==> src/rtl/score_bcd.sv <==
// Score and high-score keeper for the snake game. Once per frame it snapshots both
// values and converts the score to packed BCD with a 12-step double-dabble engine.
module score_bcd #(
  parameter int POINTS    = 1,
  parameter int MAX_SCORE = 4095
) (
  input  logic        clk,
  input  logic        rst,
  input  logic        new_game,
  input  logic        eat,
  input  logic        game_over,
  input  logic        frame,
  output logic [11:0] score,
  output logic [11:0] hiscore,
  output logic [11:0] disp_score,
  output logic [11:0] disp_hi,
  output logic [15:0] bcd,
  output logic        bcd_valid,
  output logic        busy
);

  typedef enum logic [1:0] {
    IDLE,
    SHIFT,
    DONE
  } state_t;

  localparam logic [12:0] POINTS_W = 13'(POINTS);
  localparam logic [12:0] MAX_W    = 13'(MAX_SCORE);

  logic        playing_q, playing_d;
  logic [11:0] score_q, score_d;
  logic [11:0] hiscore_q, hiscore_d;
  logic [12:0] sum;

  state_t      state_q, state_d;
  logic [3:0]  cnt_q, cnt_d;
  logic [27:0] sh_q, sh_d;
  logic [11:0] disp_score_q, disp_score_d;
  logic [11:0] disp_hi_q, disp_hi_d;
  logic [15:0] bcd_q, bcd_d;
  logic        bcd_valid_q, bcd_valid_d;
  logic        busy_q, busy_d;

  // One double-dabble iteration: correct every BCD digit >= 5, then shift left.
  function automatic logic [27:0] dabble_step(input logic [27:0] s);
    logic [15:0] d;
    d = s[27:12];
    for (int n = 0; n < 4; n++) begin
      if (d[4*n +: 4] >= 4'd5) begin
        d[4*n +: 4] = d[4*n +: 4] + 4'd3;
      end
    end
    return {d, s[11:0]} << 1;
  endfunction

  // new_game wins over everything; game_over wins over eat, so a same-cycle eat is lost.
  always_comb begin
    playing_d = playing_q;
    score_d   = score_q;
    hiscore_d = hiscore_q;
    sum       = {1'b0, score_q} + POINTS_W;
    if (new_game) begin
      score_d   = '0;
      playing_d = 1'b1;
    end else if (playing_q && game_over) begin
      playing_d = 1'b0;
      if (score_q > hiscore_q) begin
        hiscore_d = score_q;
      end
    end else if (playing_q && eat) begin
      score_d = (sum > MAX_W) ? MAX_W[11:0] : sum[11:0];
    end
  end

  always_comb begin
    state_d      = state_q;
    cnt_d        = cnt_q;
    sh_d         = sh_q;
    disp_score_d = disp_score_q;
    disp_hi_d    = disp_hi_q;
    bcd_d        = bcd_q;
    bcd_valid_d  = bcd_valid_q;
    busy_d       = busy_q;
    case (state_q)
      IDLE: begin
        if (frame) begin
          disp_score_d = score_q;
          disp_hi_d    = hiscore_q;
          sh_d         = {16'b0, score_q};
          cnt_d        = '0;
          bcd_valid_d  = 1'b0;
          busy_d       = 1'b1;
          state_d      = SHIFT;
        end
      end
      SHIFT: begin
        sh_d  = dabble_step(sh_q);
        cnt_d = cnt_q + 4'd1;
        if (cnt_q == 4'd11) begin
          state_d = DONE;
        end
      end
      DONE: begin
        bcd_d       = sh_q[27:12];
        bcd_valid_d = 1'b1;
        busy_d      = 1'b0;
        state_d     = IDLE;
      end
      default: begin
        busy_d  = 1'b0;
        state_d = IDLE;
      end
    endcase
  end

  always_ff @(posedge clk or negedge rst) begin
    if (!rst) begin
      playing_q    <= 1'b0;
      score_q      <= '0;
      hiscore_q    <= '0;
      state_q      <= IDLE;
      cnt_q        <= '0;
      sh_q         <= '0;
      disp_score_q <= '0;
      disp_hi_q    <= '0;
      bcd_q        <= '0;
      bcd_valid_q  <= 1'b0;
      busy_q       <= 1'b0;
    end else begin
      playing_q    <= playing_d;
      score_q      <= score_d;
      hiscore_q    <= hiscore_d;
      state_q      <= state_d;
      cnt_q        <= cnt_d;
      sh_q         <= sh_d;
      disp_score_q <= disp_score_d;
      disp_hi_q    <= disp_hi_d;
      bcd_q        <= bcd_d;
      bcd_valid_q  <= bcd_valid_d;
      busy_q       <= busy_d;
    end
  end

  assign score      = score_q;
  assign hiscore    = hiscore_q;
  assign disp_score = disp_score_q;
  assign disp_hi    = disp_hi_q;
  assign bcd        = bcd_q;
  assign bcd_valid  = bcd_valid_q;
  assign busy       = busy_q;

endmodule

==> config.mk <==
export PLATFORM = sky130hd
export DESIGN_NAME = score_bcd
export DESIGN_NICKNAME = d
export VERILOG_FILES = /design/src/rtl/score_bcd.sv
export SDC_FILE = /design/constraint.sdc
export NUM_CORES = 1
export LEC_CHECK = 0
export ABC_AREA = 1
export CORE_MARGIN = 2
export CORE_UTILIZATION = 47
export CTS_CLUSTER_DIAMETER = 150
export DETAILED_ROUTE_END_ITERATION = 8
export PLACE_DENSITY = 0.7
export SLEW_MARGIN = 20
export SYNTH_ARGS = -nofsm -noshare
export SYNTH_HDL_FRONTEND = slang
export SYNTH_SLANG_ARGS = --single-unit
==> constraint.sdc <==
create_clock -name clk -period 1.94 [get_ports clk]
set_clock_uncertainty 0.2 [all_clocks]
set_input_delay 0.582 -clock clk [delete_from_list [all_inputs] [get_ports clk]]
set_output_delay 0.582 -clock clk [all_outputs]
set_load 0.03 [all_outputs]
==> results of run 1 <==
==> flip-flops by register name, indices dropped and copies added, names as in the netlist <==
signal      cells
cnt_q           4
score          12
disp_score     12
playing_q       1
sh_q           28
bcd            16
disp_hi        12
bcd_valid       1
state_q         2
hiscore        12
busy            1
==> cell usage after synthesis, types with 5 or more instances <==
library cell	number
xor2_1	5
o21ai_0	68
dfrtp_1	101
clkbuf_1	12
a21oi_1	6
nand3_2	7
ha_1	23
nor2_1	20
nand2_1	191
inv_1	65
nand3_1	38
==> logic make-up (layout without fill, tap and decap cells) <==
group                    Yosys count  count (layout)
AND/OR/NAND/NOR                  275             279
flip-flops                       101             101
AO/OA/AOI/OAI                     88              88
buffers and inverters             84             225
adder cells (fa/ha/maj)           23              23
XOR/XNOR                           5               5
==> metrics by stage <==
step	area, um^2	instances	TNS [ns]	utilization	setup slack (ns)
floorplan	5000	576	-0.0459	-	-0.0137
global placement	6300	828	-15.37	0.619	-0.331
detailed placement	6300	828	-17.59	0.619	-0.454
CTS	6600	852	-1.14	0.648	-0.0933
global route	6720	857	-4.17	0.660	-0.228
finish	6720	857	-1.80	0.660	-0.130
==> worst max-delay path, delay by kind of cell, from the launching register on <==
kind     cells  cell delay, ns
buf+inv      3            0.40
flops        1            0.52
==> final cells by class <==
type	count	area (um^2)
sequential	101	2550
tap	136	170
multi-input combinational	395	2270
inverter	67	254
clock inverter	4	32.5
fill	848	3470
clock buffer	12	145
timing repair buffer	142	1290
==> worst max path at each step <==
| stage | slack (ns) | cells past startpoint | end |
|---|---|---|---|
| after detailed placement | -0.45 | 6 | score[10] |
| after CTS | -0.09 | 12 | score[5] |
| final | -0.13 | 3 | score[1] |
| after global routing | -0.23 | 13 | score[1] |
| after global placement | -0.33 | 8 | hiscore[11] |
| after floorplan | -0.01 | 11 | hiscore[1] |
==> placed cells by master (no fill, tap or decap), drive strengths merged, types with 2 or more instances in the layout <==
master           n
a21oi            6
buf             90
clkbuf          20
clkdlybuf4s15   33
clkdlybuf4s50    4
clkinvlp         2
dfrtp          101
dlygate4sd2      6
ha              23
inv             68
nand2          198
nand3           45
nand4            3
nor2            26
nor3             2
o211ai           2
o21ai           69
o22ai            4
o32ai            3
or2              4
xor2             5
==> metal layers <==
| metal | GRT usage | vias to the layer above | routed length, um |
|---|---|---|---|
| met4 | 0.0902 | 0 | 212 |
| met3 | 0.0278 | 17 | 383 |
| li1 | - | 2136 | - |
| met2 | 0.365 | 87 | 5980 |
| met5 | 0 | - | 0 |
| met1 | 0.338 | 2101 | 5790 |
==> timing repair <==
item | in CTS | in global routing
setup endpoints to repair | 85 | 67
cloned | 4 | 0
hold buffers | 1 | 0
gates resized for setup | 124 | 73
endpoints found under the hold margin | 25 | 0
buffers inserted | 4 | 6
pin swaps | 10 | 18
==> report_power, final <==
| group | total (W) | internal [W] | switching [W] | leakage (nW) |
|---|---|---|---|---|
| logic | 0.00235 | 0.000884 | 0.00146 | 2.03 |
| registers | 0.00274 | 0.00250 | 0.000233 | 1.32 |
| clock network | 0.00125 | 0.000510 | 0.000739 | 0.0832 |
==> flow_metrics.py, run 1 <==
metrics = {
    "cts": {
        "clock_latency_ns": 0.37,
        "cts_root_buffer": "clkbuf_8",
        "clockBufferDepth": 2,
        "clk_pin_slew_ns": 0.09,
        "cts_tree": "yes",
        "cts_buffers": 9,
        "h-tree-depth": 3,
        "clkSinkCount": 101,
    },
    "global_route": {
        "grt-ovfl-total": 0,
        "grt_max_degree": 34,
        "globalRouteTotalUtil": 0.234,
        "grt_pass1_vias": 4205,
        "antenna_found_initial": 0,
        "grt_pass1_wl_um": 20900,
    },
    "synthesis": {
        "synth_top_cell_area_share": 0.522,
        "yosysWarnings": 0,
        "synth_top_family_by_area": "simple AND/OR/NAND/NOR gates",
        "async_flop_share": 1.00,
        "syn-num-nets": 605,
        "avgSynthCellArea_um2": 8.41,
        "synth.yosys.seq_area_share": 0.522,
        "synth_xor_area_frac": 0.00904,
        "synthAdderAreaFrac": 0.0594,
        "synth-simple-area-share": 0.244,
        "synth_flop_cell": "dfrtp_1",
        "syn_inst": 576,
        "syn_area_um2": 4840,
        "muxShareOfSynthArea": 0,
        "synth_compound_area_frac": 0.0977,
        "ys_types": 30,
        "synth-edff-count": 0,
        "ys_seq_elements": 101,
        "yosys-top-cells-area": "dfrtp_1 52%, nand2_1 15%, o21ai_0 7.0%, ha_1 5.9%, inv_1 5.0%",
        "post-synth-top-area-cell": "dfrtp_1",
    },
    "sta": {
        "period_share": 1.07,
        "fmax_mhz": 483,
        "slew_headroom": 0.594,
        "hold_violations": 0,
        "rsz0062_at_grt": "yes",
        "finalCriticalPeriod_ns": 2.07,
        "finalSetupViolations": 24,
        "finalMaxSlewViolations": 0,
        "fin_ws_ns": -0.130,
        "worst_pin_slew_ns": 0.608,
        "timing.hold.ws_ns": 0.274,
    },
    "placed_design": {
        "dp_hpwl_um": 8870,
        "gp_congestion": 0.873,
        "portBuffers": 71,
    },
    "detailed_routing": {
        "antenna_left": 0,
        "routed_via_density": 5.07,
        "drc": 0,
        "wire_per_inst_um": 14.4,
        "routed_wl_um": 12400,
        "vias": 4341,
        "drt_iter0_markers": 251,
        "first_pass_iters": 4,
    },
    "setup_path": {
        "cp-end-kind": "primary output",
        "criticalPathCategory": "flip-flop to primary output",
        "cp_cell_sequence": "buf_4, buf_6, buf_6",
        "max_stage_delay_ns": 0.52,
        "reg2reg_to": "score[5]",
        "rrSetupSlack_ns": -0.12,
        "critical_path_required_ns": 1.16,
        "worst-path-max-fanout": 7,
        "critPathLaunch": "score[1]",
        "path_common_cell": "buf_6",
        "worst_path_max_delay_cell": "dfrtp_2",
        "worstSetupStartpointType": "flip-flop",
        "ff2ff_path_depth": 13,
        "critPathArrivalTime_ns": 1.29,
        "r2r_start": "score[1]",
    },
    "pwr": {
        "p_leak_nw": 3.44,
        "irDropWorstVdd_mv": 0.507,
        "p_total_w": 0.00634,
        "power_density_nw_per_um2": 943,
    },
    "cells_and_area": {
        "nets": 745,
        "area_growth_pct": 38.7,
        "diodes": 0,
        "drive_above_1_share": 0.284,
    },
    "floorplan": {
        "die_y_um": 106,
        "design.die.area_um2": 11100,
        "core_area_um2": 10200,
        "die_w_um": 106,
        "start_util": 0.475,
        "num_rows": 37,
        "io_pins": 72,
    },
    "run": {
        "max-cap-violations": 0,
    },
    "min_path": {
        "hold_path.class": "flip-flop to flip-flop",
        "holdPathStages": 2,
        "hold_end": "disp_hi[0]",
        "hp-start": "disp_hi[0]",
    },
    "status": {
        "outcome": "finished, violations left",
        "violations": "setup timing",
    },
}
Note: power is estimated with default switching activity, not from simulation.
==> run 2: changes to the inputs <==
--- a/config.mk
+++ b/config.mk
@@ -7,4 +7,5 @@
 export LEC_CHECK = 0
 export ABC_AREA = 1
+export CAP_MARGIN = 20
 export CORE_MARGIN = 2
 export CORE_UTILIZATION = 47
==> constraint.sdc (replaced) <==
create_clock -name clk -period 1.94 [get_ports clk]
set_clock_uncertainty 0.2 [all_clocks]
set_input_delay 0.388 -clock clk [delete_from_list [all_inputs] [get_ports clk]]
set_output_delay 0.388 -clock clk [all_outputs]
set_load 0.03 [all_outputs]
==> flow_metrics.py, run 2 (synthesized netlist as in run 1, its figures left out) <==
metrics = {
    "pwr": {
        "irDropWorstVdd_mv": 0.505,
        "swShare": 0.379,
        "seqPwrFrac": 0.423,
        "pwr-share-comb": 0.354,
        "p_sw_w": 0.00245,
        "p_leak_nw": 3.60,
        "clkPwrFrac": 0.223,
        "power_density_nw_per_um2": 968,
        "p_int_w": 0.00401,
    },
    "sta": {
        "setup_tns_ns": -1.13,
        "period_share": 1.05,
        "worst_pin_slew_ns": 0.859,
        "finalCriticalPeriod_ns": 2.04,
        "slew_headroom": 0.425,
        "rsz0062_at_grt": "yes",
        "finalSetupViolations": 19,
        "hold_violations": 0,
        "finalMaxSlewViolations": 0,
        "fmax_mhz": 489,
        "fin_ws_ns": -0.105,
    },
    "setup_path": {
        "worstSetupStartpointType": "flip-flop",
        "cp-end-kind": "flip-flop",
        "r2r_start": "score[1]",
        "reg2reg_to": "score[8]",
        "critical_path_required_ns": 2.05,
        "ff2ff_path_depth": 11,
        "criticalPathCategory": "flip-flop to flip-flop",
        "rrSetupSlack_ns": -0.10,
        "critPathArrivalTime_ns": 2.15,
        "worst-path-max-fanout": 6,
    },
    "cts": {
        "clkSinkCount": 101,
        "cts_buffers": 9,
        "cts_root_buffer": "clkbuf_8",
        "clock_latency_ns": 0.38,
        "h-tree-depth": 3,
        "cts_tree": "yes",
        "clk_pin_slew_ns": 0.10,
        "clockBufferDepth": 2,
    },
    "detailed_routing": {
        "routed_wl_um": 12300,
        "first_pass_iters": 4,
        "antenna_left": 0,
        "wire_per_inst_um": 14.3,
        "drc": 0,
        "drt_iter0_markers": 223,
        "routed_via_density": 5.00,
        "vias": 4289,
    },
    "global_route": {
        "globalRouteTotalUtil": 0.237,
        "grt-ovfl-total": 0,
        "grt_pass1_wl_um": 21000,
        "grt_pass1_vias": 4335,
        "antenna_found_initial": 0,
        "grt_max_degree": 57,
    },
    "floorplan": {
        "start_util": 0.475,
        "die_w_um": 106,
        "num_rows": 37,
        "die_y_um": 106,
        "io_pins": 72,
        "design.die.area_um2": 11100,
        "core_area_um2": 10200,
    },
    "cells_and_area": {
        "regMostFlops": "sh_q",
        "nets": 745,
        "largest_reg_flops": 28,
        "final_cell_mix": "177 x nand2_1, 80 x dfrtp_1, 66 x buf_4",
        "area_growth_pct": 37.8,
        "drive_above_1_share": 0.257,
        "final_common_cell": "nand2_1",
        "diodes": 0,
    },
    "run": {
        "max-cap-violations": 0,
    },
    "min_path": {
        "hold_path.class": "primary input to async pin",
    },
    "placed_design": {
        "portBuffers": 71,
        "dp_slack_ns": -0.210,
        "dp_hpwl_um": 8850,
        "gp_congestion": 0.850,
    },
    "status": {
        "violations": "setup timing",
        "outcome": "finished, violations left",
    },
}
-- run 2: cell count changes in the layout (fill, tap and decap cells not counted), sizes merged --
cell	change
dlygate4sd2	+49
clkdlybuf4s15	-26
buf	-18
clkbuf	-6
bufinv	+1
clkinvlp	-1
inv	+1
-- run 2: critical path: stages, from the launching register on --
cell and delay [ns]:
dfrtp_2 0.52, ha_4 0.19, nand2_4 0.06, inv_1 0.11, nand3_1 0.13, xor2_2 0.20
nand2_2 0.09, nor2_4 0.14, nand2_4 0.11, nand3_2 0.07, nand2_1 0.05, nand2_1 0.09
-- run 2: per-stage QoR --
| step | cells | power, W | cell area, um^2 | utilization | hold WS [ns] |
|---|---|---|---|---|---|
| floorplan | 576 | 0.00425 | 5000 | - | -0.108 |
| global placement | 831 | 0.00497 | 6320 | 0.620 | 0.130 |
| detailed placement | 831 | 0.00510 | 6320 | 0.620 | 0.128 |
| CTS | 856 | 0.00650 | 6630 | 0.651 | 0.261 |
| global route | 857 | 0.00693 | 6670 | 0.655 | 0.284 |
| finish | 857 | 0.00645 | 6670 | 0.655 | 0.267 |
-- run 2: worst max path at each step --
stage / start / endpoint / cells after the start
final: score[1] / score[8] / 11
after global routing: score[0] / score[2] / 13
after floorplan: score[10] / hiscore[1] / 11
after CTS: score[1] / score[8] / 12
after global placement: game_over / hiscore[11] / 8
after detailed placement: game_over / hiscore[0] / 8
-- run 2: repair_timing --
item,4_1_cts,5_1_grt
endpoints found under the hold margin,23,0
gates resized for setup,98,31
pin swaps,12,11
hold buffers,1,0
setup endpoints to repair,89,30
buffers inserted,4,1
cloned,4,0
-- run 2: routing by layer --
metal,track usage,share of wire,up-vias
met4,0.0808,0.015,0
met1,0.324,0.46,2048
met3,0.0303,0.037,13
li1,-,-,2132
met2,0.391,0.49,96
met5,0,0,-
-- run 2: power groups by stage --
stage | Clock (W) | Sequential, W | Combinational (W)
finish | 0.00144 | 0.00273 | 0.00228
global route | 0.00156 | 0.00278 | 0.00258
global placement | 0 | 0.00276 | 0.00222
CTS | 0.00147 | 0.00273 | 0.00229
floorplan | 0 | 0.00301 | 0.00123
detailed placement | 0 | 0.00278 | 0.00233
-- run 2: final cells by class --
class | count | area [um^2]
multi-input cells | 395 | 2250
flip-flops and latches | 101 | 2550
fillers | 850 | 3510
clock inverters | 5 | 63.8
well taps | 136 | 170
clock buffers | 11 | 151
inverters | 67 | 254
repair buffers | 142 | 1220
